===== config.mk =====
export PLATFORM = sky130hd
export DESIGN_NAME = crc32_stream
export DESIGN_NICKNAME = d
export VERILOG_FILES = /design/src/rtl/crc32_stream_pkg.sv /design/src/rtl/crc32_stream_lane.sv /design/src/rtl/crc32_stream.sv
export SDC_FILE = /design/constraint.sdc
export NUM_CORES = 1
export LEC_CHECK = 0
export ABC_AREA = 1
export CELL_PAD_IN_SITES_DETAIL_PLACEMENT = 0
export CELL_PAD_IN_SITES_GLOBAL_PLACEMENT = 2
export CORE_MARGIN = 10
export CORE_UTILIZATION = 31
export DETAILED_ROUTE_END_ITERATION = 10
export PLACE_DENSITY = 0.84
export RECOVER_POWER = 25
export SLEW_MARGIN = 10
export SYNTH_ARGS = -nofsm -noshare
export SYNTH_HDL_FRONTEND = slang
export SYNTH_SLANG_ARGS = --single-unit

===== constraint.sdc =====
create_clock -name clk -period 7.7 [get_ports clk]
set_clock_uncertainty 0.1 [all_clocks]
set_input_delay 1.925 -clock clk [delete_from_list [all_inputs] [get_ports clk]]
set_output_delay 1.925 -clock clk [all_outputs]
set_load 0.02 [all_outputs]

===== src/rtl/crc32_stream_pkg.sv =====
// Shared CRC-32 constants, bit-reflection helpers and FSM state type.
package crc32_stream_pkg;

   localparam int unsigned crc_len     = 32;
   localparam logic [31:0] crc_poly    = 32'h04C11DB7;
   localparam logic [31:0] crc_init    = 32'hFFFFFFFF;
   localparam logic [31:0] crc_residue = 32'hC704DD7B;

   typedef enum logic {
      ST_IDLE = 1'b0,
      ST_BUSY = 1'b1
   } state_t;

   function automatic logic [7:0] reflect8(input logic [7:0] d);
      logic [7:0] r;
      for (int i = 0; i < 8; i++) r[i] = d[7-i];
      return r;
   endfunction

   function automatic logic [31:0] reflect32(input logic [31:0] d);
      logic [31:0] r;
      for (int i = 0; i < 32; i++) r[i] = d[31-i];
      return r;
   endfunction

endpackage


===== src/rtl/crc32_stream_lane.sv =====
// One-byte combinational CRC-32 update; passes the accumulator through when en is low.
module crc32_lane
   import crc32_stream_pkg::*;
#(
   parameter logic [31:0] POLY = crc_poly
) (
   input  logic [31:0] acc_in,
   input  logic [7:0]  data,
   input  logic        en,
   output logic [31:0] acc_out
);

   logic [31:0] c;

   // Reflected byte enters at the top, then eight MSB-first division steps
   always_comb begin
      c = acc_in ^ {reflect8(data), 24'h0};
      for (int i = 0; i < 8; i++) begin
         c = c[31] ? ((c << 1) ^ POLY) : (c << 1);
      end
      acc_out = en ? c : acc_in;
   end

endmodule


===== src/rtl/crc32_stream.sv =====
// Multi-byte-per-beat Ethernet CRC-32 engine with generate and check modes.
module crc32_stream
   import crc32_stream_pkg::*;
#(
   parameter int unsigned DATA_W = 32,
   parameter logic [31:0] POLY   = crc_poly,
   parameter logic [31:0] INIT   = crc_init,
   parameter int unsigned CNT_W  = 16
) (
   input  logic                  clk,
   input  logic                  rst,
   input  logic                  mode,
   input  logic                  in_valid,
   input  logic                  in_sop,
   input  logic                  in_eop,
   input  logic [DATA_W-1:0]     in_data,
   input  logic [DATA_W/8-1:0]   in_keep,
   output logic                  crc_valid,
   output logic [31:0]           crc_out,
   output logic                  crc_ok,
   output logic [CNT_W-1:0]      byte_cnt,
   output logic                  frame_err
);

   localparam int unsigned NB = DATA_W / 8;

   state_t             state_q, state_d;
   logic [31:0]        acc_q;
   logic [CNT_W-1:0]   cnt_q;
   logic               mode_q;

   logic               absorb_c, report_c, stray_c, abort_c, keep_err_c, err_c;
   logic [NB-1:0]      eff_keep_c, lane_en_c;
   logic [CNT_W-1:0]   pop_c, cnt_base_c, cnt_next_c;
   logic [CNT_W:0]     cnt_sum_c;
   logic [31:0]        acc_base_c, acc_next_c;
   logic [NB:0][31:0]  chain;
   logic               frame_mode_c;

   always_ff @(posedge clk) begin
      if (rst) state_q <= ST_IDLE;
      else     state_q <= state_d;
   end

   always_comb begin
      state_d = state_q;
      if (in_valid) begin
         case (state_q)
            ST_IDLE: if (in_sop && !in_eop) state_d = ST_BUSY;
            ST_BUSY: if (in_eop)            state_d = ST_IDLE;
            default: state_d = ST_IDLE;
         endcase
      end
   end

   always_comb begin
      absorb_c = in_valid && (in_sop || (state_q == ST_BUSY));
      report_c = absorb_c && in_eop;
      stray_c  = in_valid && !in_sop && (state_q == ST_IDLE);
      abort_c  = in_valid && in_sop && (state_q == ST_BUSY);
   end

   // Keep qualification: eop beats use only lanes below the first cleared bit
   always_comb begin
      logic run;
      run        = 1'b1;
      eff_keep_c = '0;
      for (int k = 0; k < NB; k++) begin
         run           = run & in_keep[k];
         eff_keep_c[k] = run;
      end
      keep_err_c = in_eop ? ((eff_keep_c != in_keep) || (in_keep == '0))
                          : (in_keep != {NB{1'b1}});
      lane_en_c  = absorb_c ? (in_eop ? eff_keep_c : in_keep) : '0;
      err_c      = stray_c || abort_c || (absorb_c && keep_err_c);
   end

   always_comb begin
      pop_c = '0;
      for (int k = 0; k < NB; k++) pop_c = pop_c + CNT_W'(lane_en_c[k]);
      cnt_base_c   = in_sop ? '0 : cnt_q;
      cnt_sum_c    = {1'b0, cnt_base_c} + {1'b0, pop_c};
      cnt_next_c   = cnt_sum_c[CNT_W] ? {CNT_W{1'b1}} : cnt_sum_c[CNT_W-1:0];
      acc_base_c   = in_sop ? INIT : acc_q;
      frame_mode_c = in_sop ? mode : mode_q;
   end

   assign chain[0]   = acc_base_c;
   assign acc_next_c = chain[NB];

   for (genvar k = 0; k < NB; k++) begin : g_lane
      crc32_lane #(.POLY(POLY)) u_lane (
         .acc_in  (chain[k]),
         .data    (in_data[8*k +: 8]),
         .en      (lane_en_c[k]),
         .acc_out (chain[k+1])
      );
   end

   always_ff @(posedge clk) begin
      if (rst) begin
         acc_q     <= INIT;
         cnt_q     <= '0;
         mode_q    <= 1'b0;
         crc_valid <= 1'b0;
         crc_out   <= '0;
         crc_ok    <= 1'b0;
         byte_cnt  <= '0;
         frame_err <= 1'b0;
      end else begin
         crc_valid <= report_c;
         frame_err <= err_c;
         if (absorb_c) begin
            acc_q <= acc_next_c;
            cnt_q <= cnt_next_c;
         end
         if (absorb_c && in_sop) mode_q <= mode;
         if (report_c) begin
            crc_out  <= ~reflect32(acc_next_c);
            crc_ok   <= frame_mode_c ? (acc_next_c == crc_residue) : 1'b1;
            byte_cnt <= cnt_next_c;
         end
      end
   end

endmodule


==> results of run 1 <==
==> flip-flops by register name, summed over array words and instances (netlist names) <==
signal / cells
mode_q: 1
crc_valid: 1
frame_err: 1
byte_cnt: 16
crc_ok: 1
acc_q: 32
state_q: 1
crc_out: 32
cnt_q: 16
==> final cells by class <==
| type | count | area [um^2] |
|---|---|---|
| Tap cell | 511 | 639 |
| Clock buffer | 10 | 229 |
| Clock inverter | 6 | 46.3 |
| Timing Repair Buffer | 114 | 1100 |
| Fill cell | 4328 | 24300 |
| Inverter | 207 | 782 |
| Sequential cell | 101 | 2020 |
| Multi-Input combinational cell | 1852 | 8710 |
==> worst max path at each step <==
stage	start	end	depth (start not counted)
after floorplan	in_sop	byte_cnt[13]	28
after global placement	in_valid	byte_cnt[11]	22
after detailed placement	in_valid	byte_cnt[11]	22
after CTS	in_valid	byte_cnt[11]	22
after global routing	in_valid	byte_cnt[11]	22
final	in_valid	byte_cnt[11]	22
==> kinds of logic after synthesis <==
family	after synthesis	synth area share
compound gates	232	0.106
xor+xnor	40	0.0293
fa+ha+maj	4	0.00608
buf+inv	284	0.101
flops	101	0.169
simple gates	1576	0.587
==> power by group through the flow <==
stage               logic, mW  clock network [mW]  registers, mW
floorplan               0.869                   0          0.605
global placement         1.29                   0          0.594
detailed placement       1.30                   0          0.594
CTS                      1.30               0.442          0.583
global route             1.46               0.469          0.586
finish                   1.31               0.435          0.583
==> worst max-delay path: stages <==
cell and delay, ns:
clkdlybuf4s50_1 0.53, nand2_2 0.12, nor2_4 0.11, inv_2 0.04, o21ai_0 0.19, nand2_1 0.13
fa_1 0.50, inv_1 0.09, fa_1 0.19, inv_1 0.07, fa_1 0.47, nor4_1 0.45
nand4_1 0.21, nor4_1 0.35, nand4_1 0.20, nor3_1 0.28, nand3_1 0.18, nor3_2 0.50
inv_1 0.28, o21ai_0 0.14, a21oi_1 0.07, a21oi_1 0.13
==> cell usage after synthesis, drive strengths merged <==
master / number / area, um^2
a211oi: 1 / 7.51
a21boi: 4 / 30.0
a21oi: 78 / 394
and2: 1 / 6.26
buf: 36 / 275
clkbuf: 41 / 154
clkinv: 1 / 3.75
dfxtp: 101 / 2020
fa: 3 / 60.1
ha: 1 / 12.5
inv: 206 / 778
nand2: 1042 / 4190
nand3: 409 / 2190
nand3b: 4 / 30.0
nand4: 14 / 87.6
nor2: 92 / 427
nor3: 6 / 35.0
nor4: 2 / 12.5
o211ai: 12 / 95.1
o21ai: 116 / 584
o21bai: 21 / 158
or2: 6 / 37.5
xnor2: 5 / 43.8
xor2: 35 / 307
==> metal layers <==
layer,vias to the layer above,GRT usage,share of wire
met1,6602,0.310,0.46
met4,0,0.0592,0.027
met5,-,0,0
met2,418,0.359,0.45
li1,7286,-,-
met3,58,0.0425,0.067
==> stage by stage <==
stage / setup WS [ns] / instances
2_1_floorplan: 0.530 / 2237
3_3_place_gp: 0.484 / 2785
3_5_place_dp: 0.296 / 2785
4_1_cts: 0.661 / 2801
5_1_grt: 0.0222 / 2801
6_report: 0.689 / 2801
==> impl_metrics.yaml, run 1 <==
pwr:
  clock_power_share: 0.187
  powerDensity_mw_per_mm2: 172
  pwr-share-comb: 0.563
  leakagePower_nw: 7.13
  switching_power_mw: 1.17
  p_seq_frac: 0.250
  swShare: 0.503
  internal_power_mw: 1.16
  ir_drop_mv: 0.0959
  post-layout-total-power_mw: 2.33
worst_setup_path:
  rrSetupSlack_ns: 2.32
  r2r_end: "byte_cnt[11]"
  path_class: "in -> reg"
  worst_setup_path_end_kind: "flip-flop"
  critPathMaxFanout: 10
  arrival_ns: 7.18
  cp-start-kind: "input port"
  r2r.worst_path.cells: 23
  cp.required_ns: 7.87
  r2r-start: "state_q"
cts:
  cts_tree: "done"
  clk_latency_ns: 0.35
  cts_root_buf: "clkbuf_16"
  post-cts-setup-buffers: 0
  clk_path_buf_depth: 2
  cts_buffers: 9
  clk_pin_slew_worst_paths_ns: 0.07
  clock-sinks: 101
  cts-hold-fix-buffers: 0
  cts_resized: 0
  htreeDepth: 3
cells_and_area:
  final_core_util: 0.357
  layout_commonest_cell: "nand2_1"
  mostFrequentLayoutCells: "nand2_1 (951), nand3_1 (381), inv_1 (181)"
  drive_above_1_share: 0.0900
  stdcell_area_mm2: 0.0135
  area_growth_pct: 13.3
  diodes: 0
  final_nets: 2331
worst_hold_path:
  whs_endpoint: "byte_cnt[15]"
  hold_path_class: "reg -> reg"
  min_path_cells: 2
  min_from: "byte_cnt[15]"
timing:
  maxSlewHeadroom: -0.632
  min_period_over_period: 0.911
  finalHoldViolCount: 0
  period_needed_ns: 7.01
  setup_viol: 0
  max_slew.worst_pin.slew_ns: 2.45
  rsz0062_at_grt: "no"
  fmax_mhz: 143
  report.final.slew_viol_count: 104
  holdWs_ns: 0.378
  finalSetupTns_ns: 0
synth:
  synth_area_mm2: 0.0119
  syn_area_per_cell_um2: 5.34
  ys_seq_elements: 101
  synth_fp_nets: 2283
  ys_types: 44
  synth-seq-area-share: 0.169
  netlist_instances: 2237
  ys_warn_count: 0
placement:
  port_buffers: 92
  place_area_mm2: 0.0133
  gp_congestion: 0.927
  dp_hpwl_um: 43900
route:
  dr.pass1.iters: 5
  drt_iter0_markers: 1201
  drc_errors: 0
  wl_um: 54900
  via_per_inst: 5.13
  num_vias: 14400
  antenna_left: 0
  post_drt_wl_per_cell_um: 19.6
floorplanning:
  pin_count: 93
  die_h_um: 216
  die-width_um: 216
  dieArea_mm2: 0.0468
  core_mm2: 0.0378
  initial_core_util: 0.315
  rows: 71
global_routing:
  grt_max_degree: 75
  antenna_found_initial: 0
  grt_pass1_wl_um: 82300
  grt_use_total: 0.227
  grt_pass1_vias: 13100
  overflow: 0
outcome:
  violations: "capacitance limit, slew limit"
  status: "finished, violations left"
job:
  cap_violations: 2
Power figures use the tool's default switching activity.
==> run 2: changes to the inputs <==
Settings changed: SETUP_SLACK_MARGIN set to 0.1.
==> run 2 against run 1 <==
The flow still finishes with violations (capacitance limit, slew limit). First-iteration DRC count up 0.83%. Final cell count unchanged. Sequential cell count unchanged. Utilization about the same. Register-to-register slack better by 0.09 ns. Via count about the same. Total power about the same. Fmax up 1.6%. Non-clock buffer count unchanged. Clock-buffer cell count unchanged. Critical path type unchanged.
==> impl_metrics.yaml, run 2 (synthesis results as in run 1) <==
outcome:
  status: "finished, violations left"
  violations: "capacitance limit, slew limit"
pwr:
  ir_drop_mv: 0.0958
  powerDensity_mw_per_mm2: 172
  leakagePower_nw: 7.14
timing:
  fmax_mhz: 145
  report.final.slew_viol_count: 104
  maxSlewHeadroom: -0.592
  max_slew.worst_pin.slew_ns: 2.39
  period_needed_ns: 6.90
  setup_viol: 0
  rsz0062_at_grt: "no"
  finalSetupTns_ns: 0
  finalHoldViolCount: 0
  min_period_over_period: 0.896
  holdWs_ns: 0.378
route:
  via_per_inst: 5.13
  dr.max_layer_used: "met4"
  drt_iter0_markers: 1211
  num_vias: 14400
  antenna_left: 0
  drc_errors: 0
  wl_met3_um: 3830
  wl_um: 54900
  wl_met2_um: 24500
  met1Wirelength_um: 25000
  dr.pass1.iters: 6
  post_drt_wl_per_cell_um: 19.6
cts:
  clk_pin_slew_worst_paths_ns: 0.07
  clk_path_buf_depth: 2
  cts_tree: "done"
  cts_root_buf: "clkbuf_16"
  htreeDepth: 3
  clock-sinks: 101
  clk_latency_ns: 0.35
  cts_buffers: 9
  cts-hold-fix-buffers: 0
global_routing:
  overflow: 0
  antenna_found_initial: 0
  grt_pass1_wl_um: 82300
  grt_use_total: 0.227
  grt_max_degree: 75
  grt_pass1_vias: 13100
cells_and_area:
  mostFrequentLayoutCells: "nand2_1 (951), nand3_1 (381), inv_1 (181)"
  reg.largest.list: "acc_q x32, crc_out x32"
  final_nets: 2331
  drive_above_1_share: 0.0900
  layout_commonest_cell: "nand2_1"
  area_growth_pct: 13.4
  diodes: 0
worst_hold_path:
  min_from: "byte_cnt[15]"
  whs_endpoint: "byte_cnt[15]"
  hold_path_class: "reg -> reg"
  min_path_cells: 2
worst_setup_path:
  slowest_stage: "clkdlybuf4s50_1"
  critPathMostFrequentCell: "nand2_1"
  critPathTopFamily: "simple AND/OR/NAND/NOR gates"
  cp.depth: 34
  r2r-start: "acc_q[29]"
  arrival_ns: 7.06
  critPathMaxFanout: 48
  cp-start-kind: "input port"
  r2r_end: "crc_ok"
  cp.required_ns: 7.86
  r2r.worst_path.cells: 33
  path_class: "in -> reg"
  worst_setup_path_end_kind: "flip-flop"
  slowest_delay_ns: 0.53
  crit_buf_inv: 3
  rrSetupSlack_ns: 2.41
placement:
  gp_congestion: 0.927
  port_buffers: 92
  dp_hpwl_um: 43900
floorplanning:
  pin_count: 93
  core_mm2: 0.0378
  die_h_um: 216
  initial_core_util: 0.315
  rows: 71
  dieArea_mm2: 0.0468
  die-width_um: 216
job:
  cap_violations: 2
[run 2: metal layers]
layer  vias to the layer above  global-route usage
li1                       7281                   -
met1                      6589               0.310
met2                       429               0.359
met3                        62              0.0425
met4                         0              0.0592
met5                         -                   0
[run 2: where the power goes]
part	internal (mW)	total [mW]	leakage [nW]	switching (mW)
combinational	0.375	1.31	6.18	0.936
clock	0.223	0.434	0.135	0.211
sequential	0.558	0.583	0.831	0.0249
total	1.16	2.33	7.14	1.17
[run 2: stage by stage]
step	setup WS (ns)	total power [mW]	cell area [um^2]	std cells	utilization
3_5_place_dp	0.296	1.89	13300	2785	0.350
2_1_floorplan	0.530	1.47	11900	2237	-
6_report	0.802	2.33	13500	2801	0.358
4_1_cts	0.661	2.33	13500	2801	0.358
3_3_place_gp	0.484	1.89	13300	2785	0.350
5_1_grt	0.234	2.51	13500	2801	0.358
[run 2: cell type report]
class,instances,area (um^2)
fillers,4329,24300
inverters,207,782
repair buffers,114,1100
flip-flops and latches,101,2020
clock buffers,10,229
multi-input cells,1852,8720
well taps,511,639
clock inverters,6,46.3
[run 2: worst max-delay path by stage]
stage	from	endpoint	slack [ns]
3_3_place_gp	in_valid	byte_cnt[11]	0.48
4_1_cts	in_valid	byte_cnt[11]	0.66
3_5_place_dp	in_valid	byte_cnt[11]	0.30
5_1_grt	in_valid	byte_cnt[11]	0.23
6_report	in_valid	crc_ok	0.80
2_1_floorplan	in_sop	byte_cnt[13]	0.53
[run 2: tightest hold or removal path: stages (launching register included)]
cell     delay (ns)
dfxtp_1        0.31
nand2_1        0.06
a21oi_1        0.06
[run 2: what timing repair did]
| action | CTS | global route |
|---|---|---|
| buffers inserted | 0 | 0 |
| resized for setup | 0 | 1 |
| setup endpoints to repair | 0 | 4 |
| endpoints found under the hold margin | 0 | 0 |
